--- config.mk ---
export PLATFORM = sky130hd
export DESIGN_NAME = ram_bist_ctrl
export DESIGN_NICKNAME = d
export VERILOG_FILES = /design/src/rtl/ram_bist_pkg.sv /design/src/rtl/ram_bist_pattern.sv /design/src/rtl/ram_bist_ctrl.sv
export SDC_FILE = /design/constraint.sdc
export NUM_CORES = 1
export LEC_CHECK = 0
export BUFFER_PORTS_ARGS = -buffer_cell sky130_fd_sc_hd__buf_2
export CORE_AREA = 2 2 79 81
export CTS_BUF_LIST = sky130_fd_sc_hd__clkbuf_4 sky130_fd_sc_hd__clkbuf_8 sky130_fd_sc_hd__clkbuf_16
export CTS_CLUSTER_SIZE = 14
export DETAILED_ROUTE_END_ITERATION = 8
export DIE_AREA = 0 0 81 83
export GPL_ROUTABILITY_DRIVEN = 0
export PLACE_DENSITY = 0.72
export SLEW_MARGIN = 20
export SYNTH_ARGS = -nofsm -noshare
export SYNTH_HDL_FRONTEND = slang
export SYNTH_SLANG_ARGS = --single-unit
--- constraint.sdc ---
create_clock -name sys_clk -period 1.8 [get_ports sys_clk]
set_input_delay 0.45 -clock sys_clk [delete_from_list [all_inputs] [get_ports sys_clk]]
set_output_delay 0.45 -clock sys_clk [all_outputs]
set_load 0.005 [all_outputs]
--- src/rtl/ram_bist_pkg.sv ---
// Shared encodings for the RAM write/read-back BIST controller.
package ram_bist_pkg;

    // Data pattern selected at start
    typedef enum logic [1:0] {
        MODE_INC  = 2'd0,
        MODE_INV  = 2'd1,
        MODE_CHK  = 2'd2,
        MODE_WALK = 2'd3
    } bist_mode_e;

    // Controller phases
    typedef enum logic [1:0] {
        S_IDLE  = 2'd0,
        S_WRITE = 2'd1,
        S_READ  = 2'd2,
        S_DRAIN = 2'd3
    } bist_state_e;

endpackage

--- src/rtl/ram_bist_pattern.sv ---
// Combinational pattern generator: data word for a given mode and address.
module ram_bist_pattern
    import ram_bist_pkg::*;
#(
    parameter int DATA_W = 8,
    parameter int ADDR_W = 6
) (
    input  logic [1:0]        mode,
    input  logic [ADDR_W-1:0] addr,
    output logic [DATA_W-1:0] data
);

    logic [DATA_W-1:0] inc_pat, chk_pat, walk_pat;
    int unsigned       sh;

    // Build every candidate pattern, then pick one by mode
    always_comb begin
        inc_pat = DATA_W'(addr);
        for (int i = 0; i < DATA_W; i++) begin
            // even bits set on even addresses (0x55..), odd bits on odd (0xAA..)
            chk_pat[i] = addr[0] ^ (i % 2 == 0);
        end
        sh       = 32'(addr) % DATA_W;
        walk_pat = DATA_W'(1) << sh;
        case (bist_mode_e'(mode))
            MODE_INC:  data = inc_pat;
            MODE_INV:  data = ~inc_pat;
            MODE_CHK:  data = chk_pat;
            MODE_WALK: data = walk_pat;
            default:   data = inc_pat;
        endcase
    end

endmodule

--- src/rtl/ram_bist_ctrl.sv ---
// Write/read-back BIST controller for a simple dual-port RAM.
// Port A fills DEPTH words with a pattern, port B reads them back and the
// returned data is compared against the pattern carried down a pipeline
// matched to the RAM read latency.
module ram_bist_ctrl
    import ram_bist_pkg::*;
#(
    parameter int DATA_W = 8,
    parameter int ADDR_W = 6,
    parameter int DEPTH  = 64,
    parameter int RD_LAT = 1
) (
    input  logic              sys_clk,
    input  logic              sys_rst_n,
    input  logic              start,
    input  logic [1:0]        mode,
    output logic              ram_en_a,
    output logic              ram_we_a,
    output logic [ADDR_W-1:0] ram_addr_a,
    output logic [DATA_W-1:0] ram_wr_data,
    output logic              ram_en_b,
    output logic [ADDR_W-1:0] ram_addr_b,
    input  logic [DATA_W-1:0] ram_rd_data_b,
    output logic              busy,
    output logic              done,
    output logic              pass,
    output logic [ADDR_W:0]   err_cnt,
    output logic [ADDR_W-1:0] first_err_addr
);

    // One extra counter bit so DEPTH == 2**ADDR_W never aliases to zero
    localparam int               CNT_W    = ADDR_W + 1;
    localparam logic [CNT_W-1:0] CNT_LAST = CNT_W'(DEPTH - 1);
    localparam logic [CNT_W-1:0] CNT_ONE  = CNT_W'(1);

    bist_state_e       state_q, state_d;
    logic [CNT_W-1:0]  cnt_q;
    logic [1:0]        mode_q;
    logic              cnt_last, accept, wr_issue, rd_issue, finish, mismatch;
    logic [ADDR_W-1:0] cnt_addr, addr_a_q, addr_b_q;
    logic [DATA_W-1:0] pat_a, pat_b, wr_data_q;

    // Stage k holds a read issued k cycles ago; stage RD_LAT meets its data
    logic [RD_LAT:1]             vld_pipe;
    logic [RD_LAT:1][DATA_W-1:0] exp_pipe;
    logic [RD_LAT:1][ADDR_W-1:0] adr_pipe;

    assign cnt_last = (cnt_q == CNT_LAST);
    assign cnt_addr = cnt_q[ADDR_W-1:0];

    ram_bist_pattern #(.DATA_W(DATA_W), .ADDR_W(ADDR_W)) u_pat_a (
        .mode (mode_q),
        .addr (cnt_addr),
        .data (pat_a)
    );

    ram_bist_pattern #(.DATA_W(DATA_W), .ADDR_W(ADDR_W)) u_pat_b (
        .mode (mode_q),
        .addr (cnt_addr),
        .data (pat_b)
    );

    // State register
    always_ff @(posedge sys_clk or negedge sys_rst_n) begin
        if (!sys_rst_n) state_q <= S_IDLE;
        else            state_q <= state_d;
    end

    // Next-state and per-cycle issue decode
    always_comb begin
        state_d  = state_q;
        accept   = 1'b0;
        wr_issue = 1'b0;
        rd_issue = 1'b0;
        finish   = 1'b0;
        case (state_q)
            S_IDLE: begin
                if (start) begin
                    accept  = 1'b1;
                    state_d = S_WRITE;
                end
            end
            S_WRITE: begin
                wr_issue = 1'b1;
                if (cnt_last) state_d = S_READ;
            end
            S_READ: begin
                rd_issue = 1'b1;
                if (cnt_last) state_d = S_DRAIN;
            end
            S_DRAIN: begin
                if (vld_pipe == '0) begin
                    finish  = 1'b1;
                    state_d = S_IDLE;
                end
            end
            default: state_d = S_IDLE;
        endcase
    end

    // Address counter and mode capture on accepted start
    always_ff @(posedge sys_clk or negedge sys_rst_n) begin
        if (!sys_rst_n) begin
            cnt_q  <= '0;
            mode_q <= '0;
        end else if (accept) begin
            cnt_q  <= '0;
            mode_q <= mode;
        end else if (wr_issue || rd_issue) begin
            cnt_q  <= cnt_last ? '0 : cnt_q + CNT_ONE;
        end
    end

    // Port outputs follow the counter while active and hold their last value otherwise
    always_ff @(posedge sys_clk or negedge sys_rst_n) begin
        if (!sys_rst_n) begin
            addr_a_q  <= '0;
            wr_data_q <= '0;
            addr_b_q  <= '0;
        end else begin
            if (wr_issue) begin
                addr_a_q  <= cnt_addr;
                wr_data_q <= pat_a;
            end
            if (rd_issue) addr_b_q <= cnt_addr;
        end
    end

    assign ram_en_a    = wr_issue;
    assign ram_we_a    = wr_issue;
    assign ram_addr_a  = wr_issue ? cnt_addr : addr_a_q;
    assign ram_wr_data = wr_issue ? pat_a    : wr_data_q;
    assign ram_en_b    = rd_issue;
    assign ram_addr_b  = rd_issue ? cnt_addr : addr_b_q;
    assign busy        = (state_q != S_IDLE);

    // Expected-data pipeline, aligned to the RAM read latency
    always_ff @(posedge sys_clk or negedge sys_rst_n) begin
        if (!sys_rst_n) begin
            vld_pipe <= '0;
            exp_pipe <= '0;
            adr_pipe <= '0;
        end else begin
            vld_pipe[1] <= rd_issue;
            exp_pipe[1] <= pat_b;
            adr_pipe[1] <= cnt_addr;
            for (int k = 2; k <= RD_LAT; k++) begin
                vld_pipe[k] <= vld_pipe[k-1];
                exp_pipe[k] <= exp_pipe[k-1];
                adr_pipe[k] <= adr_pipe[k-1];
            end
        end
    end

    assign mismatch = vld_pipe[RD_LAT] && (ram_rd_data_b != exp_pipe[RD_LAT]);

    // Result tracking: saturating error count, first failing address, pass/done
    always_ff @(posedge sys_clk or negedge sys_rst_n) begin
        if (!sys_rst_n) begin
            err_cnt        <= '0;
            first_err_addr <= '0;
            pass           <= 1'b0;
            done           <= 1'b0;
        end else begin
            done <= finish;
            if (accept) begin
                err_cnt        <= '0;
                first_err_addr <= '0;
                pass           <= 1'b0;
            end else if (mismatch) begin
                if (err_cnt == '0) first_err_addr <= adr_pipe[RD_LAT];
                if (err_cnt != '1) err_cnt <= err_cnt + CNT_ONE;
            end
            // the drain guarantees the last compare has already landed in err_cnt
            if (finish) pass <= (err_cnt == '0);
        end
    end

endmodule

==> impl_metrics.ini <==
[yosys]
async_flop_share = 1.00
synth_mux_area_frac = 0.0895
synth_common_cells = dfrtp_1, nand2_1, mux2_2
synth_nets = 281
synth_top_family_by_area = simple AND/OR/NAND/NOR gates
synth.area.top_cells = dfrtp_1, mux2_2, ha_1, nand2_1, xor2_1
yosysMostFrequentCell = dfrtp_1
syn_avg_cell_area_um2 = 11.2
synth_compound_area_frac = 0.101
synth_xor_area_frac = 0.0304
synth_top_area_frac = 0.530
yosysTopAreaCell = dfrtp_1
synth_edf_count = 0
ys_seq_area_frac = 0.530
synth-seq-cells = 61
synth_fa_ha_area_frac = 0.0522
yosys.area_share.simple = 0.160
yosys_warnings = 0
synthFlopType = dfrtp_1
syn_inst = 256
yosysUniqueCellTypes = 45
syn_area_mm2 = 0.00288

[clock_network]
clkLatencyLatePin_ns = 0.34
cts_buffer_depth = 2
holdBufCountCts = 0
clockRootBuffer = clkbuf_8
cts.sinks = 61
cts_buffers = 9
cts_tree = built
ctsHtreeMaxLevel = 3
clk_pin_slew_ns = 0.07

[floorplanning]
dieArea_mm2 = 0.00672
io_pins = 52
start_util = 0.495
fp.dieW_um = 81
rows = 28
core_mm2 = 0.00582
die_y_um = 83

[critical_path]
cp_data_arrival_time_ns = 1.79
path_buf_inv = 1
endpoint_kind = output port
cp_cell_sequence = and2b_2, nor2_1, nor2_1, a21oi_2, mux2_4, buf_6
path_common_cell = nor2_1
start_kind = flop
critPathTopFamily = simple AND/OR/NAND/NOR gates
slowest_stage = dfrtp_2
critPathMaxFanout = 6
worstPathRequired_ns = 1.35
crit_type = flop to output port
slowest_delay_ns = 0.47

[cells_and_area]
diodes = 0
nFillCells = 383
finalNetCount = 376
syn_to_final_growth_pct = 44.6
final_cells = 431
fin_util = 0.716
layout-drive-gt1-share = 0.520

[power]
swShare = 0.266
comb_power_share = 0.170
p_clk_frac = 0.369
p_per_area_mw_per_mm2 = 838
p_int_w = 0.00256
netSwitchingPower_w = 0.000928
leakage_nw = 1.90
peakVddDrop_uv = 501
seqPwrFrac = 0.460

[sta]
slew_headroom = 0.646
max_slew.worst_pin.slew_ns = 0.531
fin_crit_sh = 1.24
hold_violations = 0
fin_crit_ns = 2.24
setup_viol = 21
rsz0062_at_grt = yes
setup_slack_ns = -0.440
fmax_mhz = 446
fin_worst_skew_ns = 0.00528
slew_viol_final = 0

[drt]
wire_per_inst_um = 17.0
drt_iter0_drc = 144
vias_per_cell = 5.38
drcViolationCount = 0
drtAntennaViolNets = 0
drt_pass1_iterations = 4
vias = 2318
routed_wl_mm = 7.33

[global_routing]
grt_max_degree = 24
grt_pass1_vias = 2363
antenna_found_initial = 0
grt_pass1_wl_mm = 11.3
grt_usage = 0.220
grt_overflow_total = 0

[job]
cap_violations = 0

[outcome]
violations = negative setup slack
status = finished, violations left

[placement]
hpwlAfterDp_mm = 4.24
dpl.cell_count = 395
io_buffers = 51

[min_path]
hp-class = input port to asynchronous set/reset pin
==> repair_timing <==
action / 4_1_cts / 5_1_grt
setup endpoints to repair: 21 / 32
cloned: 0 / 1
pin swaps: 7 / 8
setup buffers: 13 / 10
gates resized for setup: 70 / 22
==> area by class of cell <==
class,count,area [µm²],area share
Sequential cell,61,1530,0.368
Multi-Input combinational cell,170,1460,0.351
Timing Repair Buffer,99,820,0.197
Clock buffer,13,173,0.0415
Tap cell,75,93.8,0.0225
Clock inverter,3,42.5,0.0102
Inverter,10,40.0,0.00962
==> logic make-up after synthesis <==
kind of cell / count (synthesis)
AOI/OAI and AO/OA: 45
xor gates and xnor gates: 10
adders and majority gates: 12
buffers and inverters: 25
DFF: 61
muxes: 23
and+or+nand+nor: 80
==> path summary, 6_finish.rpt <==
check | from | end | slack [ns] | cells past startpoint
max | cnt_q[0]$_DFFE_PN0P_ | ram_wr_data[1] | -0.44 | 6
min | sys_rst_n | err_cnt[2]$_DFFE_PN0P_ | 0.08 | 1
max reg2reg | cnt_q[2]$_DFFE_PN0P_ | state_q[1]$_DFFE_PN0P_ | -0.01 | 6
min reg2reg | adr_pipe[0]$_DFF_PN0_ | first_err_addr[0]$_DFFE_PN0P_ | 0.47 | 2
max in group asynchronous | sys_rst_n | cnt_q[0]$_DFFE_PN0P_ | 1.20 | 2
min in group sys_clk | mode[0] | mode_q[0]$_DFFE_PN0P_ | 0.33 | 3
==> sequential cells by signal (all words and copies together) (netlist names) <==
signal	count
pass	1
state_q	2
cnt_q	7
first_err_addr	6
mode_q	2
vld_pipe	1
adr_pipe	6
err_cnt	7
exp_pipe	8
addr_a_q	6
done	1
addr_b_q	6
wr_data_q	8
==> routing by layer <==
| layer | wire [µm] | vias up | part of all wire | GRT usage |
|---|---|---|---|---|
| met5 | 0 | - | 0 | 0 |
| met4 | 111 | 0 | 0.015 | 0.0971 |
| met3 | 285 | 9 | 0.039 | 0.0391 |
| met2 | 3780 | 55 | 0.52 | 0.367 |
| met1 | 3150 | 1174 | 0.43 | 0.275 |
| li1 | - | 1080 | - | - |
==> power by group through the flow <==
stage	registers [W]	clock network, W	logic, W
after floorplan	0.00165	0	0.000263
after global placement	0.00162	0	0.000561
after detailed placement	0.00162	0	0.000581
after CTS	0.00160	0.00131	0.000590
after global routing	0.00162	0.00137	0.000670
final	0.00161	0.00129	0.000593
==> layout by cell type, fill, tap and decap left out, drive strengths merged, types with 12 or more instances in the layout <==
cell type  netlist  routed
ha              12      12
clkbuf           8      14
mux2            22      22
buf              7      98
dfrtp           61      61
nor2            19      19
nand2           25      25
a21oi           16      16
nand3           12      12
==> per-stage QoR <==
step                power (W)  setup TNS [ns]  setup WS [ns]  cell area [µm²]  hold WS [ns]
global route          0.00366           -6.74         -0.510             4160         0.122
CTS                   0.00350           -4.86         -0.355             3980        0.0837
detailed placement    0.00221          -0.475         -0.135             3410         0.448
floorplan             0.00191               0         0.0127             2890         0.154
global placement      0.00218          -0.145        -0.0527             3410         0.444
finish                0.00349           -5.70         -0.440             4160        0.0841
No activity file was read; power rests on OpenSTA's default activity.
